===== src/rtl/uart_pkg.sv =====
// Shared definitions for the oversampling UART receiver: FSM encoding,
// default oversampling ratio and the majority-vote sample points.
package uart_pkg;

  typedef enum logic [2:0] {
    ST_IDLE  = 3'd0,
    ST_START = 3'd1,
    ST_DATA  = 3'd2,
    ST_STOP  = 3'd3,
    ST_BREAK = 3'd4
  } rx_state_e;

  localparam int unsigned OVS    = 16;
  localparam int unsigned MID_LO = OVS / 2 - 1;
  localparam int unsigned MID    = OVS / 2;
  localparam int unsigned MID_HI = OVS / 2 + 1;

  // 2-of-3 majority used to judge every bit
  function automatic logic maj3(input logic a, input logic b, input logic c);
    return (a & b) | (a & c) | (b & c);
  endfunction

endpackage


===== src/rtl/baud_tick_gen.sv =====
// Oversampling tick generator: one-clk registered pulse every DIV clocks,
// restartable so the tick phase can be aligned to a start edge.
module baud_tick_gen #(
  parameter int unsigned DIV = 10
) (
  input  logic clk,
  input  logic reset,
  input  logic iCLR,
  output logic oTICK
);

  localparam int unsigned CW = (DIV > 1) ? $clog2(DIV) : 1;
  localparam logic [CW-1:0] LAST = CW'(DIV - 1);

  logic [CW-1:0] cnt_q, cnt_d;
  logic          tick_q, tick_d;

  always_comb begin
    cnt_d  = cnt_q + CW'(1);
    tick_d = 1'b0;
    if (iCLR) begin
      cnt_d = '0;
    end else if (cnt_q == LAST) begin
      cnt_d  = '0;
      tick_d = 1'b1;
    end
  end

  always_ff @(posedge clk or negedge reset) begin
    if (!reset) begin
      cnt_q  <= '0;
      tick_q <= 1'b0;
    end else begin
      cnt_q  <= cnt_d;
      tick_q <= tick_d;
    end
  end

  assign oTICK = tick_q;

endmodule


===== src/rtl/uart_rx_ovs.sv =====
// 8N1 UART receiver with OVS-times oversampling and 2-of-3 majority voting
// around each bit centre; bad stop bits park the FSM in BREAK until idle.
module uart_rx_ovs #(
  parameter int unsigned CLK_FREQ = 50_000_000,
  parameter int unsigned BAUD     = 9600,
  parameter int unsigned OVS      = 16
) (
  input  logic       clk,
  input  logic       reset,
  input  logic       iRX,
  output logic [7:0] oDATA,
  output logic       oVALID,
  output logic       oFRAME_ERR,
  output logic       oBUSY
);

  import uart_pkg::*;

  localparam int unsigned DIV_RAW = (CLK_FREQ + (BAUD * OVS) / 2) / (BAUD * OVS);
  localparam int unsigned DIV     = (DIV_RAW == 0) ? 1 : DIV_RAW;
  localparam int unsigned CNT_W   = (OVS > 1) ? $clog2(OVS) : 1;

  localparam logic [CNT_W-1:0] T_LO   = CNT_W'(OVS / 2 - 1);
  localparam logic [CNT_W-1:0] T_MID  = CNT_W'(OVS / 2);
  localparam logic [CNT_W-1:0] T_HI   = CNT_W'(OVS / 2 + 1);
  localparam logic [CNT_W-1:0] T_LAST = CNT_W'(OVS - 1);

  logic rx_meta_q, rx_s_q;

  rx_state_e        state_q, state_d;
  logic [CNT_W-1:0] ovs_q, ovs_d, ovs_inc;
  logic [2:0]       bit_q, bit_d;
  logic [7:0]       shift_q, shift_d;
  logic [1:0]       vote_q, vote_d;
  logic [7:0]       data_q, data_d;
  logic             valid_q, valid_d;
  logic             ferr_q, ferr_d;
  logic             busy_q;

  logic tick;
  logic tick_clr_c;
  logic active, at_lo, at_mid, at_hi, at_last, maj;

  // Two-flop synchronizer; idles high so reset never looks like a start bit
  always_ff @(posedge clk or negedge reset) begin
    if (!reset) begin
      rx_meta_q <= 1'b1;
      rx_s_q    <= 1'b1;
    end else begin
      rx_meta_q <= iRX;
      rx_s_q    <= rx_meta_q;
    end
  end

  baud_tick_gen #(
    .DIV (DIV)
  ) u_tick (
    .clk   (clk),
    .reset (reset),
    .iCLR  (tick_clr_c),
    .oTICK (tick)
  );

  // Decode of the tick that is about to land; ovs_inc is its index within the bit
  always_comb begin
    ovs_inc = (ovs_q == T_LAST) ? '0 : ovs_q + CNT_W'(1);
    active  = (state_q == ST_START) || (state_q == ST_DATA) || (state_q == ST_STOP);
    at_lo   = tick && (ovs_inc == T_LO);
    at_mid  = tick && (ovs_inc == T_MID);
    at_hi   = tick && (ovs_inc == T_HI);
    at_last = tick && (ovs_inc == T_LAST);
    maj     = maj3(vote_q[0], vote_q[1], rx_s_q);
  end

  always_comb begin
    state_d    = state_q;
    ovs_d      = ovs_q;
    bit_d      = bit_q;
    shift_d    = shift_q;
    vote_d     = vote_q;
    data_d     = data_q;
    valid_d    = 1'b0;
    ferr_d     = 1'b0;
    tick_clr_c = 1'b0;

    if (active && tick) begin
      ovs_d = ovs_inc;
    end
    if (active && at_lo) begin
      vote_d[0] = rx_s_q;
    end
    if (active && at_mid) begin
      vote_d[1] = rx_s_q;
    end

    case (state_q)
      ST_IDLE: begin
        if (!rx_s_q) begin
          state_d    = ST_START;
          ovs_d      = '0;
          bit_d      = '0;
          vote_d     = '0;
          tick_clr_c = 1'b1;
        end
      end
      ST_START: begin
        // Two high samples already settle the vote, so drop a glitch early
        if (at_mid && vote_q[0] && rx_s_q) begin
          state_d = ST_IDLE;
        end else if (at_hi && maj) begin
          state_d = ST_IDLE;
        end else if (at_last) begin
          state_d = ST_DATA;
        end
      end
      ST_DATA: begin
        if (at_hi) begin
          shift_d = {maj, shift_q[7:1]};
        end
        if (at_last) begin
          if (bit_q == 3'd7) begin
            state_d = ST_STOP;
          end else begin
            bit_d = bit_q + 3'(1);
          end
        end
      end
      ST_STOP: begin
        if (at_hi) begin
          if (maj) begin
            data_d  = shift_q;
            valid_d = 1'b1;
            state_d = ST_IDLE;
          end else begin
            ferr_d  = 1'b1;
            state_d = ST_BREAK;
          end
        end
      end
      ST_BREAK: begin
        if (rx_s_q) begin
          state_d = ST_IDLE;
        end
      end
      default: begin
        state_d = ST_IDLE;
      end
    endcase
  end

  always_ff @(posedge clk or negedge reset) begin
    if (!reset) begin
      state_q <= ST_IDLE;
      ovs_q   <= '0;
      bit_q   <= '0;
      shift_q <= '0;
      vote_q  <= '0;
      data_q  <= '0;
      valid_q <= 1'b0;
      ferr_q  <= 1'b0;
      busy_q  <= 1'b0;
    end else begin
      state_q <= state_d;
      ovs_q   <= ovs_d;
      bit_q   <= bit_d;
      shift_q <= shift_d;
      vote_q  <= vote_d;
      data_q  <= data_d;
      valid_q <= valid_d;
      ferr_q  <= ferr_d;
      busy_q  <= (state_d != ST_IDLE);
    end
  end

  assign oDATA      = data_q;
  assign oVALID     = valid_q;
  assign oFRAME_ERR = ferr_q;
  assign oBUSY      = busy_q;

endmodule


===== config.mk =====
export PLATFORM = sky130hd
export DESIGN_NAME = uart_rx_ovs
export DESIGN_NICKNAME = d
export VERILOG_FILES = /design/src/rtl/uart_pkg.sv /design/src/rtl/baud_tick_gen.sv /design/src/rtl/uart_rx_ovs.sv
export SDC_FILE = /design/constraint.sdc
export NUM_CORES = 1
export LEC_CHECK = 0
export CORE_MARGIN = 5
export CORE_UTILIZATION = 50
export DETAILED_ROUTE_END_ITERATION = 10
export PLACE_DENSITY = 0.81
export SYNTH_ARGS = -nofsm -noshare
export SYNTH_HDL_FRONTEND = slang
export SYNTH_SLANG_ARGS = --single-unit

===== constraint.sdc =====
create_clock -name clk -period 2.09 [get_ports clk]
set_input_delay 0.418 -clock clk [delete_from_list [all_inputs] [get_ports clk]]
set_output_delay 0.418 -clock clk [all_outputs]
set_load 0.02 [all_outputs]

==> results of run 1 <==
[power groups by stage]
stage	Combinational [mW]	Sequential (mW)	Clock, mW
final	0.0195	0.837	0.661
after global routing	0.0233	0.838	0.700
after CTS	0.0209	0.837	0.673
after detailed placement	0.0213	0.853	0
after global placement	0.0208	0.853	0
after floorplan	0.000792	0.853	0
[synth_stat cells (all sizes together) (2+ instances only)]
cell type / instances / area share
nand4: 2 / 0.0092
xor2: 5 / 0.021
inv: 7 / 0.013
dfstp: 2 / 0.026
nand2: 9 / 0.019
dfrtp: 41 / 0.50
nor4b: 2 / 0.0085
nand2b: 2 / 0.0061
a31oi: 2 / 0.0061
a31o: 2 / 0.0085
a32o: 2 / 0.0098
xnor2: 4 / 0.017
buf: 5 / 0.015
nor2b: 4 / 0.012
nor3: 2 / 0.0073
mux2i: 3 / 0.015
nor2: 23 / 0.042
o211ai: 2 / 0.0073
nand3: 8 / 0.020
mux2: 18 / 0.10
a21oi: 4 / 0.0098
nor4: 3 / 0.020
ha: 8 / 0.049
[worst min path at each step]
| stage | depth (start not counted) | end | start |
|---|---|---|---|
| final | 2 | oBUSY$_DFF_PN0_ | reset |
| after global routing | 2 | oBUSY$_DFF_PN0_ | reset |
| after CTS | 2 | oBUSY$_DFF_PN0_ | reset |
| after detailed placement | 0 | rx_s_q$_DFF_PN1_ | rx_meta_q$_DFF_PN1_ |
| after global placement | 0 | rx_s_q$_DFF_PN1_ | rx_meta_q$_DFF_PN1_ |
| after floorplan | 0 | bit_q[0]$_DFFE_PN0P_ | reset |
[registers in the layout, indices dropped and copies added (netlist names)]
signal,cells
bit_q,3
oBUSY,1
oDATA,8
oFRAME_ERR,1
oVALID,1
ovs_q,4
rx_meta_q,1
rx_s_q,1
shift_q,8
state_q,3
u_tick.cnt_q,9
u_tick.oTICK,1
vote_q,2
[per-stage QoR]
stage / setup WS [ns] / hold slack, ns / area (µm²) / utilization / total power [mW]
after global placement: 0.142 / 0.347 / 2240 / 0.561 / 0.874
after detailed placement: 0.0737 / 0.347 / 2240 / 0.561 / 0.875
after global routing: 0.0293 / 0.215 / 2380 / 0.595 / 1.56
after CTS: 0.0742 / 0.181 / 2360 / 0.590 / 1.53
after floorplan: 0.132 / 0.122 / 2050 / - / 0.854
final: 0.0984 / 0.159 / 2380 / 0.595 / 1.52
[repair_timing]
| action | 4_1_cts | 5_1_grt |
|---|---|---|
| endpoints found under the setup margin | 0 | 4 |
| buffers inserted | 0 | 1 |
| resized for setup | 0 | 2 |
[area by class of cell]
class | instances | area share
Sequential cell | 43 | 0.453
Clock inverter | 3 | 0.0194
Timing Repair Buffer | 19 | 0.0715
Multi-Input combinational cell | 120 | 0.390
Clock buffer | 5 | 0.0289
Inverter | 7 | 0.0110
Tap cell | 50 | 0.0263
[cells by family after synthesis]
kind of cell,after synthesis
DFF,43
xor gates and xnor gates,9
AOI/OAI and AO/OA,18
muxes,21
buffers and inverters,12
and+or+nand+nor,63
adders and majority gates,9
[per-layer routing]
layer	GRT usage	wire length (µm)	up-vias
li1	-	-	654
met1	0.193	1630	636
met2	0.207	1560	32
met3	0.0338	146	8
met4	0.0664	74	0
met5	0	0	-
==> impl_metrics.py, run 1 <==
metrics = {
    "clock_tree": {
        "cts_root_buf": "clkbuf_8",
        "clockBufferDepth": 2,
        "clk_pin_slew_ns": 0.09,
        "cts_max_level": 2,
        "numCtsBuffers": 5,
        "clk_latency_ns": 0.30,
        "hold_buffers": 0,
        "cts_tree": "done",
        "cts.sinks": 43,
    },
    "sta": {
        "fmax_mhz": 502,
        "hold_viol": 0,
        "rsz0062_at_grt": "false",
        "fin_tns_setup_ns": 0,
        "slew_headroom": 0.554,
        "worstMarginPinSlew_ns": 0.666,
        "setup_violations": 0,
        "min_period_over_period": 0.953,
        "finalCriticalPeriod_ns": 1.99,
        "final_max_slew_viol_count": 0,
        "fin_worst_skew_ns": 0.00557,
    },
    "worst_setup_path": {
        "crit_path_max_fanout": 6,
        "worstPathCellList": "ha_1 > a21o_1 > a31oi_2 > nand4_2 > buf_4 > a211oi_1 > nand4bb_1",
        "worstRegToRegCells": 7,
        "critPathMaxStageDelay_ns": 0.39,
        "end_kind": "register",
        "crit_arrival_ns": 2.17,
        "path_class": "reg2reg",
        "endpoint": "oBUSY$_DFF_PN0_",
        "rrSetupSlack_ns": 0.1,
        "r2r_end": "oBUSY$_DFF_PN0_",
        "cp_top_family": "compound AO/OA/AOI/OAI gates",
        "cp_num_cells": 7,
        "reg2reg_from": "ovs_q[0]$_DFF_PN0_",
        "critPathLaunchType": "register",
        "crit_start": "ovs_q[0]$_DFF_PN0_",
        "crit_required_ns": 2.26,
        "cp_slowest_cell": "dfrtp_1",
        "worst-path-buf-inv": 1,
    },
    "drt": {
        "num_vias": 1330,
        "wl_per_cell_um": 13.8,
        "drc": 0,
        "first_pass_iters": 4,
        "routed_via_density": 5.38,
        "ant_nets": 0,
        "drt_wl_total_um": 3410,
        "drt-initial-drc-count": 165,
    },
    "layout": {
        "drive_gt1_frac": 0.239,
        "layout_common_cells": "41 x dfrtp_1, 23 x nor2_1, 17 x mux2_2",
        "final_common_cell": "dfrtp_1",
        "final_cells": 247,
        "seq_area_um2": 1080,
        "syn_to_final_growth_pct": 16.1,
        "num-fill-cells": 307,
        "multi_input_area_um2": 928,
        "nets": 207,
        "n_antenna_cell": 0,
    },
    "synthesis": {
        "synth.distinct_cells": 45,
        "synth_top_family_by_area": "simple AND/OR/NAND/NOR gates",
        "synthAdderAreaFrac": 0.0537,
        "avgSynthCellArea_um2": 11.7,
        "synth_compound_area_frac": 0.0647,
        "syn_inst": 175,
        "synth_edf_count": 0,
        "syn-num-nets": 186,
        "yosysWarnings": 0,
        "yosys_register_bits": 43,
        "syn_area_um2": 2050,
        "dominantRegCellSynth": "dfrtp_1",
        "synth_mux_area_frac": 0.115,
        "ys_async_sr_fraction": 1.00,
        "synth-simple-area-share": 0.174,
        "synth_seq_area_share": 0.526,
        "synthXorXnorAreaFrac": 0.0384,
    },
    "floorplanning": {
        "initial_utilization": 0.513,
        "die_h_um": 74.0,
        "core_um2": 4000,
        "row_count": 23,
        "die_w_um": 74.0,
        "io_pins": 14,
        "design.die.area_um2": 5480,
    },
    "pwr": {
        "peakVddDrop_mv": 0.542,
        "swShare": 0.210,
        "p_int_mw": 1.20,
        "pwr-share-comb": 0.013,
        "p_leak_nw": 1.11,
        "power.net_switching_uw": 319,
        "pwr-share-clk": 0.435,
        "power.density_nw_per_um2": 637,
        "pwr-share-seq": 0.552,
    },
    "grt": {
        "grt_pass1_vias": 1234,
        "grt_pass1_wl_um": 5820,
        "grt_max_degree": 44,
        "grt_usage": 0.140,
        "overflow": 0,
        "antenna_found_initial": 0,
    },
    "hold_path": {
        "hold_path.class": "in2async",
    },
    "run": {
        "cap_violations": 0,
    },
    "place": {
        "place.gp.congestion": 0.859,
        "portBuffers": 13,
        "dp_hpwl_um": 2340,
        "dpl.cell_count": 238,
    },
    "outcome": {
        "status": "complete, no violations",
    },
}
(Power assumes the default switching activity.)
==> run 2, diff against run 1 <==
--- a/config.mk
+++ b/config.mk
@@ -5,10 +5,12 @@
 export SDC_FILE = /design/constraint.sdc
 export NUM_CORES = 1
 export LEC_CHECK = 0
+export CELL_PAD_IN_SITES_DETAIL_PLACEMENT = 1
+export CELL_PAD_IN_SITES_GLOBAL_PLACEMENT = 2
 export CORE_MARGIN = 5
-export CORE_UTILIZATION = 50
+export CORE_UTILIZATION = 35
 export DETAILED_ROUTE_END_ITERATION = 10
-export PLACE_DENSITY = 0.81
+export PLACE_DENSITY = 0.82
 export SYNTH_ARGS = -nofsm -noshare
 export SYNTH_HDL_FRONTEND = slang
 export SYNTH_SLANG_ARGS = --single-unit
==> run 2 against run 1 <==
Net effect: utilization down 16 points; sequential power about the same; global-route usage is 1.6 points lower; non-clock buffer count rose by 1; via count up 4.4%; routed wire length up 24%; clock power increased by 15%; worst hold slack got worse by 0.082 ns; critical path type unchanged; highest routed layer unchanged.
==> impl_metrics.py, run 2 (same netlist as run 1, synthesis figures left out) <==
metrics = {
    "grt": {
        "antenna_found_initial": 0,
        "overflow": 0,
        "grt_max_degree": 25,
        "grt_pass1_vias": 1516,
        "grt_pass1_wl_um": 7360,
        "grt_usage": 0.123,
    },
    "worst_setup_path": {
        "critPathMaxStageDelay_ns": 0.41,
        "critPathLaunchType": "register",
        "crit_path_max_fanout": 8,
        "crit_required_ns": 2.27,
        "worstPathCellList": "buf_4 > a21o_1 > a31oi_2 > nand4_2 > nor4_4 > mux2_2",
        "crit_arrival_ns": 2.21,
        "path_class": "reg2reg",
        "end_kind": "register",
        "cp_slowest_cell": "dfrtp_1",
        "crit_start": "ovs_q[1]$_DFF_PN0_",
        "reg2reg_from": "ovs_q[1]$_DFF_PN0_",
    },
    "drt": {
        "drt_wl_total_um": 4230,
        "routed_via_density": 5.14,
        "drt-initial-drc-count": 57,
        "wl_per_cell_um": 15.6,
        "num_vias": 1389,
        "first_pass_iters": 4,
        "ant_nets": 0,
        "drc": 0,
    },
    "place": {
        "dpl.cell_count": 260,
        "place.gp.congestion": 0.836,
        "portBuffers": 13,
        "dp_hpwl_um": 3070,
        "post-place-ws_ns": 0.0605,
    },
    "floorplanning": {
        "die_h_um": 86.5,
        "design.die.area_um2": 7490,
        "core_um2": 5610,
        "die_w_um": 86.5,
        "row_count": 27,
        "initial_utilization": 0.366,
        "io_pins": 14,
    },
    "layout": {
        "seq_area_um2": 1080,
        "syn_to_final_growth_pct": 19.5,
        "multi_input_area_um2": 933,
        "nets": 208,
        "drive_gt1_frac": 0.237,
        "n_antenna_cell": 0,
        "final_common_cell": "dfrtp_1",
        "num-fill-cells": 619,
        "layout_common_cells": "41 x dfrtp_1, 23 x nor2_1, 17 x mux2_2",
        "max_flop_register": "u_tick.cnt_q",
        "largest_register_ffs": 9,
        "final_cells": 270,
    },
    "sta": {
        "hold_viol": 0,
        "finalCriticalPeriod_ns": 2.03,
        "worstMarginPinSlew_ns": 0.660,
        "final_max_slew_viol_count": 0,
        "timing.final.ws_setup_ns": 0.0566,
        "min_period_over_period": 0.973,
        "slew_headroom": 0.558,
        "fin_worst_skew_ns": 0.00558,
        "setup_violations": 0,
        "fmax_mhz": 492,
        "fin_hold_ws_ns": 0.0777,
    },
    "outcome": {
        "status": "complete, no violations",
    },
    "clock_tree": {
        "clk_pin_slew_ns": 0.08,
        "cts_max_level": 2,
        "cts.sinks": 43,
        "clk_latency_ns": 0.29,
        "hold_buffers": 0,
        "numCtsBuffers": 5,
        "cts_tree": "done",
        "cts_root_buf": "clkbuf_8",
        "clockBufferDepth": 2,
    },
    "pwr": {
        "peakVddDrop_mv": 0.360,
        "power.density_nw_per_um2": 660,
        "p_leak_nw": 1.12,
    },
    "hold_path": {
        "hold_path.class": "in2async",
    },
    "run": {
        "cap_violations": 0,
    },
}
run 2: cell types whose count changed in the layout (fill, tap and decap cells not counted), sizes merged:
cell / previous run / this run
clkbuf: 5 / 6
buf: 7 / 8
bufinv: 1 / 2
clkinvlp: 1 / 0
inv: 8 / 7
run 2: stage by stage:
| stage | area (µm²) | setup TNS (ns) | total power, mW | util |
|---|---|---|---|---|
| 4_1_cts | 2420 | 0 | 1.65 | 0.431 |
| 2_1_floorplan | 2050 | 0 | 0.854 | - |
| 3_3_place_gp | 2280 | 0 | 0.877 | 0.407 |
| 5_1_grt | 2450 | -0.0308 | 1.68 | 0.437 |
| 6_report | 2450 | 0 | 1.62 | 0.437 |
| 3_5_place_dp | 2280 | 0 | 0.879 | 0.407 |
run 2: worst paths after layout:
check	to	slack [ns]	cells after the start
min in group clk	rx_s_q$_DFF_PN1_	0.36	0
max	bit_q[1]$_DFFE_PN0P_	0.06	6
max reg2reg	bit_q[1]$_DFFE_PN0P_	0.06	6
min reg2reg	rx_s_q$_DFF_PN1_	0.36	0
min	oBUSY$_DFF_PN0_	0.08	1
max in group asynchronous	oDATA[5]$_DFFE_PN0P_	1.52	2
run 2: repair_timing:
action | CTS | global route
resized for setup | 0 | 3
buffers inserted | 0 | 2
setup endpoints to repair | 0 | 18
run 2: per-layer routing:
metal,vias up,global-route usage,part of all wire
met5,-,0,0
met4,0,0.0326,0.0033
met3,2,0.0333,0.026
met2,9,0.213,0.51
met1,724,0.151,0.46
li1,654,-,-
run 2: critical path: cells and delay by family, from the launching register on:
kind                   cells  cell delay [ns]
flip-flops                 1             0.41
multiplexers               1             0.37
AO/OA/AOI/OAI              2             0.42
buffers and inverters      1             0.17
AND/OR/NAND/NOR            2             0.55
run 2: report_power, final:
part / leakage, nW / total, mW / internal [mW] / switching [mW]
logic: 0.484 / 0.0236 / 0.00657 / 0.0170
clock network: 0.0654 / 0.758 / 0.478 / 0.280
registers: 0.574 / 0.837 / 0.835 / 0.00262
total: 1.12 / 1.62 / 1.32 / 0.299
run 2: final cells by class:
| type | instances | share of cell area |
|---|---|---|
| clock buffers | 6 | 0.0296 |
| clock inverters | 2 | 0.0245 |
| inverters | 7 | 0.0107 |
| multi-input cells | 120 | 0.381 |
| flip-flops and latches | 43 | 0.440 |
| well taps | 72 | 0.0368 |
| repair buffers | 20 | 0.0776 |
==> run 3, diff against run 2 <==
--- a/config.mk
+++ b/config.mk
@@ -5,6 +5,7 @@
 export SDC_FILE = /design/constraint.sdc
 export NUM_CORES = 1
 export LEC_CHECK = 0
+export CAP_MARGIN = 20
 export CELL_PAD_IN_SITES_DETAIL_PLACEMENT = 1
 export CELL_PAD_IN_SITES_GLOBAL_PLACEMENT = 2
 export CORE_MARGIN = 5
==> results of run 3 <==
The final DEF is identical to that of run 2; final timing and power are the same.
